`config.mk`:
```
export PLATFORM = sky130hd
export DESIGN_NAME = cpu_core_param
export DESIGN_NICKNAME = d
export VERILOG_FILES = /design/src/rtl/cpu_pkg.sv /design/src/rtl/cpu_mem.sv /design/src/rtl/cpu_core_param.sv
export SDC_FILE = /design/constraint.sdc
export NUM_CORES = 1
export LEC_CHECK = 0
export BUFFER_PORTS_ARGS = -buffer_cell sky130_fd_sc_hd__buf_2
export CAP_MARGIN = 20
export CORE_MARGIN = 3
export CORE_UTILIZATION = 35
export CTS_CLUSTER_DIAMETER = 30
export DETAILED_ROUTE_END_ITERATION = 10
export GPL_TIMING_DRIVEN = 0
export PLACE_DENSITY_LB_ADDON = 0.08
export SLEW_MARGIN = 20
export SYNTH_ARGS = -nofsm -noshare
export SYNTH_HDL_FRONTEND = slang
export SYNTH_SLANG_ARGS = --single-unit
export TNS_END_PERCENT = 20
```
`constraint.sdc`:
```
create_clock -name CLK -period 3.72 [get_ports CLK]
set_input_delay 0.372 -clock CLK [delete_from_list [all_inputs] [get_ports CLK]]
set_output_delay 0.372 -clock CLK [all_outputs]
set_load 0.05 [all_outputs]
```
`src/rtl/cpu_pkg.sv`:
```
// Shared definitions for the parametrised accumulator core: opcodes and sequencer states.
package cpu_pkg;

  localparam int unsigned OP_W = 3;

  localparam logic [OP_W-1:0] OP_ADD = 3'b000;
  localparam logic [OP_W-1:0] OP_SUB = 3'b001;
  localparam logic [OP_W-1:0] OP_XOR = 3'b010;
  localparam logic [OP_W-1:0] OP_SHL = 3'b011;
  localparam logic [OP_W-1:0] OP_LDA = 3'b100;
  localparam logic [OP_W-1:0] OP_STA = 3'b101;
  localparam logic [OP_W-1:0] OP_CMA = 3'b110;
  localparam logic [OP_W-1:0] OP_HLT = 3'b111;

  typedef enum logic [3:0] {
    S_IDLE, S_T0, S_T1, S_T2, S_T3, S_T4, S_T5, S_EX0, S_EX1
  } state_t;

  // Register ops finish in T3 and never touch memory operands.
  function automatic logic is_reg_op(input logic [OP_W-1:0] op);
    return (op == OP_SHL) || (op == OP_CMA) || (op == OP_HLT);
  endfunction

endpackage

```
`src/rtl/cpu_mem.sv`:
```
// Private program/data memory: sync-read/write CPU port, host write port, async host read port.
module cpu_mem #(
  parameter int unsigned ADDR_W = 4,
  parameter int unsigned DATA_W = 8
) (
  input  logic              clk,
  input  logic              rst,
  input  logic              we,
  input  logic [ADDR_W-1:0] addr,
  input  logic [DATA_W-1:0] wdata,
  output logic [DATA_W-1:0] rdata,
  input  logic              ld_we,
  input  logic [ADDR_W-1:0] ld_addr,
  input  logic [DATA_W-1:0] ld_data,
  output logic [DATA_W-1:0] ld_rdata
);

  localparam int unsigned DEPTH = 1 << ADDR_W;

  logic [DATA_W-1:0] mem [DEPTH];

  // Array writes; the CPU and host ports are never active in the same cycle.
  always_ff @(posedge clk) begin
    if (we) begin
      mem[addr] <= wdata;
    end else if (ld_we) begin
      mem[ld_addr] <= ld_data;
    end
  end

  // Registered read of the CPU port, cleared by reset.
  always_ff @(posedge clk or posedge rst) begin
    if (rst) begin
      rdata <= '0;
    end else begin
      rdata <= mem[addr];
    end
  end

  assign ld_rdata = mem[ld_addr];

endmodule

```
`src/rtl/cpu_core_param.sv`:
```
// Parametrised accumulator CPU core with fetch/decode/indirect/execute sequencer.
// Optional feature macro: CPU_INDIRECT_EN (honours the I bit via the T4/T5 path).
module cpu_core_param
  import cpu_pkg::*;
#(
  parameter int unsigned ADDR_W = 4,
  parameter int unsigned DATA_W = 8
) (
  input  logic              CLK,
  input  logic              RST,
  input  logic              start,
  input  logic              ld_we,
  input  logic [ADDR_W-1:0] ld_addr,
  input  logic [DATA_W-1:0] ld_data,
  output logic [DATA_W-1:0] ld_rdata,
  output logic              halted,
  output logic [ADDR_W-1:0] pc,
  output logic [DATA_W-1:0] ac,
  output logic              e,
  output logic              zero
);

  state_t            state;
  logic [ADDR_W-1:0] ar;
  logic [DATA_W-1:0] ir;
  logic [DATA_W-1:0] rdata;
  logic [OP_W-1:0]   op;
  logic [ADDR_W-1:0] addr_f;
  logic [DATA_W-1:0] addend;
  logic [DATA_W:0]   sum;
  logic              mem_we;
  logic              host_we;
  logic              unused_bits;

  assign op          = ir[DATA_W-2 -: OP_W];
  assign addr_f      = ir[ADDR_W-1:0];
  assign unused_bits = &{1'b0, ir};

  // SHL is AC+AC, ADD is AC+M; both share one adder with carry-out.
  assign addend  = (op == OP_SHL) ? ac : rdata;
  assign sum     = {1'b0, ac} + {1'b0, addend};
  assign mem_we  = (state == S_EX0) && (op == OP_STA);
  assign host_we = ld_we && (state == S_IDLE);
  assign zero    = (ac == '0);

  // Sequencer with all architectural registers; reset aborts any instruction in flight.
  always_ff @(posedge CLK or posedge RST) begin
    if (RST) begin
      state  <= S_IDLE;
      halted <= 1'b1;
      pc     <= '0;
      ar     <= '0;
      ir     <= '0;
      ac     <= '0;
      e      <= 1'b0;
    end else begin
      case (state)
        S_IDLE: begin
          if (start) begin
            state  <= S_T0;
            halted <= 1'b0;
          end
        end
        S_T0: begin
          ar    <= pc;
          state <= S_T1;
        end
        S_T1: state <= S_T2;
        S_T2: begin
          ir    <= rdata;
          pc    <= pc + ADDR_W'(1);
          state <= S_T3;
        end
        S_T3: begin
          if (is_reg_op(op)) begin
            state <= S_T0;
            case (op)
              OP_SHL:  {e, ac} <= sum;
              OP_CMA:  ac <= ~ac;
              default: begin
                state  <= S_IDLE;
                halted <= 1'b1;
              end
            endcase
          end else begin
            ar <= addr_f;
`ifdef CPU_INDIRECT_EN
            state <= ir[DATA_W-1] ? S_T4 : S_EX0;
`else
            state <= S_EX0;
`endif
          end
        end
`ifdef CPU_INDIRECT_EN
        S_T4: state <= S_T5;
        S_T5: begin
          ar    <= rdata[ADDR_W-1:0];
          state <= S_EX0;
        end
`endif
        S_EX0: state <= (op == OP_STA) ? S_T0 : S_EX1;
        S_EX1: begin
          state <= S_T0;
          case (op)
            OP_ADD: {e, ac} <= sum;
            OP_SUB: begin
              ac <= ac - rdata;
              e  <= (ac >= rdata);
            end
            OP_XOR:  ac <= ac ^ rdata;
            default: ac <= rdata;
          endcase
        end
        default: begin
          state  <= S_IDLE;
          halted <= 1'b1;
        end
      endcase
    end
  end

  cpu_mem #(
    .ADDR_W(ADDR_W),
    .DATA_W(DATA_W)
  ) u_mem (
    .clk     (CLK),
    .rst     (RST),
    .we      (mem_we),
    .addr    (ar),
    .wdata   (ac),
    .rdata   (rdata),
    .ld_we   (host_we),
    .ld_addr (ld_addr),
    .ld_data (ld_data),
    .ld_rdata(ld_rdata)
  );

endmodule

```
* Yosys cells after proc, flatten, opt, wreduce, memory -nomap -nowiden
Memories as Yosys holds them, arrays and structs flattened. A register that Yosys moved wholly into a read port is not among the register bits. Cells that the tools add are included.
Storage, ports and cells: output and inout bits 23, memories kept 1, bits in registers 29, bits in writable memories 128, word-level logic and storage cells 78
Cells by class: eq/ne operators 19, add/sub/neg operators 3, bitwise operators 3, reductions and logical operators 16, $lt $le $gt $ge 1, mux-type cells 28
Memory list:
- u_mem.mem | words 16, bits a word 8, read ports 2, clocked after Yosys merged registers in 1, wr ports 1, RTL line cpu_mem.sv:20 | logic [DATA_W-1:0] mem [DEPTH];
Operators with widths (number):
- one-hot mux 8 bit (2 select lines) | 2
- one-hot mux 4 bit (7 select lines) | 1
- two-way mux 8 bit | 3
- one-hot mux 8 bit (3 select lines) | 1
- two-way mux 4 bit | 5
- two-way mux 1 bit | 12
- inequality test 2 bit (second input constant) | 5
- adder 8 x 8 -> 9 bit | 1
- equality test 3 bit (second input constant) | 3
- equality test 4 x 2 -> 1 bit (second input constant) | 2
- equality test 4 x 3 -> 1 bit (second input constant) | 2
- >= comparator 8 bit | 1
- logical NOT 8 bit | 1
- inverter 8 bit | 1
- one-hot mux 4 bit (2 select lines) | 1
- AND reduction 4 bit | 2
- OR reduction 8 bit | 1
- subtractor 8 bit | 1
- XOR 8 bit | 1
- equality test 3 x 2 -> 1 bit (second input constant) | 2
- inequality test 3 bit (second input constant) | 2
- OR reduction 5 bit | 1
- adder 4 x 1 -> 4 bit (second input constant) | 1
- equality test 4 x 1 -> 1 bit (second input constant) | 1
- other kinds (13) | 17

* Longest topological paths before layout
depth in word-level cells 7, gate-level depth with buffers 14

* Cells and area by module
A second synthesis with hierarchy kept.
Second synthesis, totals: cell total of the unflattened synthesis 713, area total of the unflattened synthesis 9241.4 µm²
Modules (own cells, without submodules):
- cpu_mem | sequential area each 4043.9 µm², times used 1, cells each 383, area an instance 6557.5 µm²
- cpu_core_param | sequential area each 726.9 µm², times used 1, cells each 330, area an instance 2683.8 µm²

* Worst setup path before layout
Ideal clock, no wire load.
path kind reg2reg, start point register ir[6], end point register e, data arrival time 2.685 ns, clock period less this slack 2.809 ns, cell stages (with the launch flop) 14, setup slack 0.911 ns, cells stage by stage dfrtp_1 -> clkbuf_1 -> nor2_1 -> buf_2 -> mux2_2 -> ha_1 -> inv_1 -> fa_1 -> nand2b_1 -> a21oi_1 -> a211oi_1 -> nand3b_1 -> a32oi_1 -> mux2_2
Between the ends: longest elaborated chain between the ends 6, elaborated cells between the ends (all ways) 17, classes of those cells add/sub: 1; eq/ne: 7; mux: 5; reduce/logical: 4
RTL lines:
- from (decl) | RTL line cpu_core_param.sv:25 | logic [DATA_W-1:0] ir;
- from (signal assigned) | RTL line cpu_core_param.sv:70 | ir <= rdata;
- equality test 3 x 2 -> 1 bit | RTL line cpu_pkg.sv:21, cpu_core_param.sv:40, cpu_core_param.sv:77
- two-way mux 8 bit | RTL line cpu_core_param.sv:40 | assign addend = (op == OP_SHL) ? ac : rdata;
- adder 8 x 8 -> 9 bit | RTL line cpu_core_param.sv:41 | assign sum = {1'b0, ac} + {1'b0, addend};
- two-way mux 1 bit | RTL line cpu_core_param.sv:77 | case (op)
- two-way mux 1 bit | RTL line cpu_core_param.sv:75 | if (is_reg_op(op)) begin
- one-hot mux 1 bit (2 select lines) | RTL line cpu_core_param.sv:57 | case (state)
- to (signal assigned) | RTL line cpu_core_param.sv:78 | OP_SHL: {e, ac} <= sum;
- to (signal assigned) | RTL line cpu_core_param.sv:105 | OP_ADD: {e, ac} <= sum;
- to (signal assigned) | RTL line cpu_core_param.sv:108 | e <= (ac >= rdata);
- to (decl) | RTL line cpu_core_param.sv:19 | output logic e,
Several ways; a longest one is shown, not always the timed one. The select of a mux whose other input is x is not followed. A chain may end at the register's enable or synchronous reset.

* Worst setup path in the final report
start point register ir[6], end point register ac[4]
Between the ends: longest elaborated chain between the ends 6, elaborated cells between the ends (all ways) 17, classes of those cells add/sub: 1; eq/ne: 7; mux: 5; reduce/logical: 4
RTL lines:
- equality test 3 x 2 -> 1 bit | RTL line cpu_pkg.sv:21, cpu_core_param.sv:40, cpu_core_param.sv:77
- two-way mux 8 bit | RTL line cpu_core_param.sv:40
- adder 8 x 8 -> 9 bit | RTL line cpu_core_param.sv:41
- one-hot mux 8 bit (2 select lines) | RTL line cpu_core_param.sv:77
- two-way mux 8 bit | RTL line cpu_core_param.sv:75
- one-hot mux 8 bit (2 select lines) | RTL line cpu_core_param.sv:57
- to (signal assigned) | RTL line cpu_core_param.sv:78
- to (signal assigned) | RTL line cpu_core_param.sv:79 | OP_CMA: ac <= ~ac;
- to (signal assigned) | RTL line cpu_core_param.sv:105
- to (decl) | RTL line cpu_core_param.sv:18 | output logic [DATA_W-1:0] ac,
Several ways; a longest one is shown, not always the timed one. The select of a mux whose other input is x is not followed.

==> qor.yml <==
die:
  die_area_mm2: 0.02740
  pin_count: 39
  start_util_pct: 36.09
  core_area_mm2: 0.02468
  chipWidth_um: 165.5
  dieHeight_um: 165.5
  rows: 57
logic_synthesis:
  synth_ff_type: "edfxtp_1"
  synth_nets: 643
  synth_top_area_cell: "edfxtp_1"
  syn_area_per_cell_um2: 14.67
  synth_common_cells: "edfxtp_1 (128), mux4_2 (80), nor2_1 (40)"
  synthTopCellsByArea: "edfxtp_1 (43%), mux4_2 (20%), dfrtp_1 (10%)"
  synth_edf_count: 128
  yosysSeqAreaShare_pct: 53.57
  synth.most_common_cell: "edfxtp_1"
  synth_cells: 607
  synthDistinctLibCells: 66
  syn-cell-area_mm2: 0.008906
  async_reset_ff_share_pct: 22.42
  synth_seq_cells: 165
  yosysWarnings: 0
  synth_top_area_share_pct: 43.16
worst_setup_path:
  path_max_fanout: 10
  critPathKind: "reg2reg"
  arrival_ns: 3.79
  cp.required_ns: 4.03
  worstSetupStartpointType: "flip-flop"
  cp-end-kind: "flip-flop"
sta:
  finalCritPeriodShare_pct: 93.38
  maxSlewHeadroom_pct: 29.43
  clock.fmax_mhz: 287.9
  rsz0062_at_grt: "no"
  drv_slew: 0
  setup_viol: 0
  finalHoldViolCount: 0
  fin_crit_ns: 3.474
  tightest_slew_ns: 1.055
  tns_ns: 0
  finClkSkew_ns: 0.01216
routing:
  dr.pass1.iters: 5
  first_iter_violations: 460
  antenna_left: 0
  vias_per_cell: 5.792
  drt-wirelength-per-cell_um: 25.66
  totalWireLength_um: 25710
  vias: 5804
  drc: 0
clocking:
  cts_root_buf: "clkbuf_16"
  clk_latency_ns: 0.43
  clk_path_buf_depth: 2
  cts_setup_buffers: 0
  path_clk_slew_ns: 0.07
  cts_tree: "built"
  clock_sinks: 165
  cts_max_level: 4
  cts_buffers: 17
layout:
  multiInputGateArea_mm2: 0.003847
  synthToLayoutAreaGrowth_pct: 13.61
  fillers: 2344
  n_antenna_cell: 0
  regArea_mm2: 0.004771
  final_util_pct: 41.01
  fin_cells: 1002
  num-nets-final: 701
  drive_above_1_share_pct: 28.76
power_and_ir_drop:
  p_per_area_mw_per_mm2: 845.6
  peakVddDrop_uv: 323.7
  p_leak_nw: 3.434
global_route:
  grt_pass1_wl_um: 37990
  grt_max_degree: 30
  antenna_found_initial: 0
  grt_pass1_vias: 5827
  globalRouteOverflowTotal: 0
  track_usage_pct: 19.48
placed_design:
  io_buffers: 36
  dp.final_hpwl_um: 18760
  numPlacedInstances: 969
  place_congestion: 0.8981
worst_hold_path:
  hp-class: "in2reg"
run:
  cap_violations: 0
outcome:
  outcome: "finished clean"
==> metal layers <==
| layer | part of all wire [%] | vias to the layer above | wire length (um) | track usage, % |
|---|---|---|---|---|
| met3 | 3.6 | 31 | 929 | 2.918 |
| met1 | 42 | 3044 | 10750 | 25.12 |
| met2 | 52 | 164 | 13390 | 33.97 |
| met5 | 0 | - | 0 | 0 |
| li1 | - | 2565 | - | - |
| met4 | 2.5 | 0 | 646 | 6.049 |
==> cell families (layout without fill, tap and decap cells) <==
| family | after synthesis | after routing | share of synthesized area [%] |
|---|---|---|---|
| compound gates | 119 | 119 | 8.949 |
| xor+xnor | 11 | 11 | 1.082 |
| fa+ha+maj | 20 | 20 | 2.978 |
| buf+inv | 61 | 132 | 3.315 |
| flops | 165 | 165 | 53.57 |
| mux | 102 | 102 | 22.91 |
| simple gates | 129 | 129 | 7.193 |
==> critical path, stage by stage (launching register included) <==
cell      delay, ns
dfrtp_1        0.35
clkbuf_1       0.21
nor2_1         0.32
buf_2          0.31
mux2_2         0.20
ha_1           0.22
inv_1          0.08
fa_1           0.44
nand2b_1       0.19
nand2b_1       0.09
a21oi_1        0.08
xnor2_1        0.32
o221ai_1       0.20
a211oi_1       0.35
==> worst paths after layout <==
| kind | end | start | cells after the start | slack [ns] |
|---|---|---|---|---|
| hold / removal | u_mem.mem[8][1] | ld_data[1] | 3 | 0.40 |
| setup reg to reg | ac[4] | ir[6] | 13 | 0.25 |
| setup / recovery | ac[4] | ir[6] | 13 | 0.25 |
| hold reg to reg | e | e | 1 | 0.51 |
| max in group asynchronous | ir[5] | RST | 4 | 2.85 |
| min in group asynchronous | ac[4] | RST | 3 | 0.42 |
==> sequential cells by signal, summed over array words and instances, names as in the netlist <==
signal	cells
state	4
pc	4
e	1
u_mem.rdata	8
u_mem.mem	128
ir	7
ar	4
ac	8
halted	1
==> power by group <==
| group | internal, mW | leakage (nW) | total, mW | switching [mW] |
|---|---|---|---|---|
| sequential | 2.47 | 1.59 | 2.73 | 0.261 |
| clock | 0.994 | 0.281 | 1.75 | 0.759 |
| combinational | 1.52 | 1.56 | 4.07 | 2.55 |
| total | 4.98 | 3.43 | 8.56 | 3.57 |
==> area by class of cell <==
type | instances | share of cell area (%)
Sequential cell | 165 | 47.15
Inverter | 19 | 0.7048
Clock buffer | 17 | 4.204
Timing Repair Buffer | 39 | 2.189
Multi-Input combinational cell | 381 | 38.02
Clock inverter | 15 | 1.509
Buffer | 42 | 2.213
Tap cell | 324 | 4.006
==> cells in the final DEF (no fill, tap or decap), types with 3 or more instances in the layout <==
master / count
ha_1: 18
o21ai_0: 30
nand3b_1: 3
inv_1: 18
nor2_1: 40
mux4_2: 80
dfrtp_1: 36
nor3_1: 13
a21oi_1: 22
o21a_1: 3
nand3_1: 7
nand2b_1: 4
mux2_2: 15
clkbuf_1: 17
a21o_1: 5
edfxtp_1: 128
a211oi_1: 10
buf_2: 46
o21ai_1: 3
mux2i_1: 7
clkbuf_16: 17
o21ai_2: 3
a22oi_1: 4
o221ai_1: 3
a221o_1: 4
buf_1: 6
a31oi_1: 9
clkinv_2: 3
xor2_1: 6
nand2_1: 37
nor2b_1: 3
xnor2_1: 5
nor3b_1: 4
buf_6: 7
inv_6: 4
==> per-stage QoR <==
step	total power, mW	hold WS, ns	instance area, um2	worst slack (ns)
final	8.556	0.3952	10120	0.2464
after global routing	9.071	0.4067	10120	0.004822
after detailed placement	6.843	0.3236	9530	0.2931
after CTS	8.610	0.3905	10120	0.2655
after global placement	6.778	0.4898	9492	0.1878
after floorplan	5.587	0.4661	8906	0.9108
==> timing repair <==
| action | CTS | global route |
|---|---|---|
| gates resized for setup | 0 | 0 |
| hold endpoints to repair | 7 | 0 |
| hold buffers | 1 | 0 |
(Power assumes the default switching activity.)
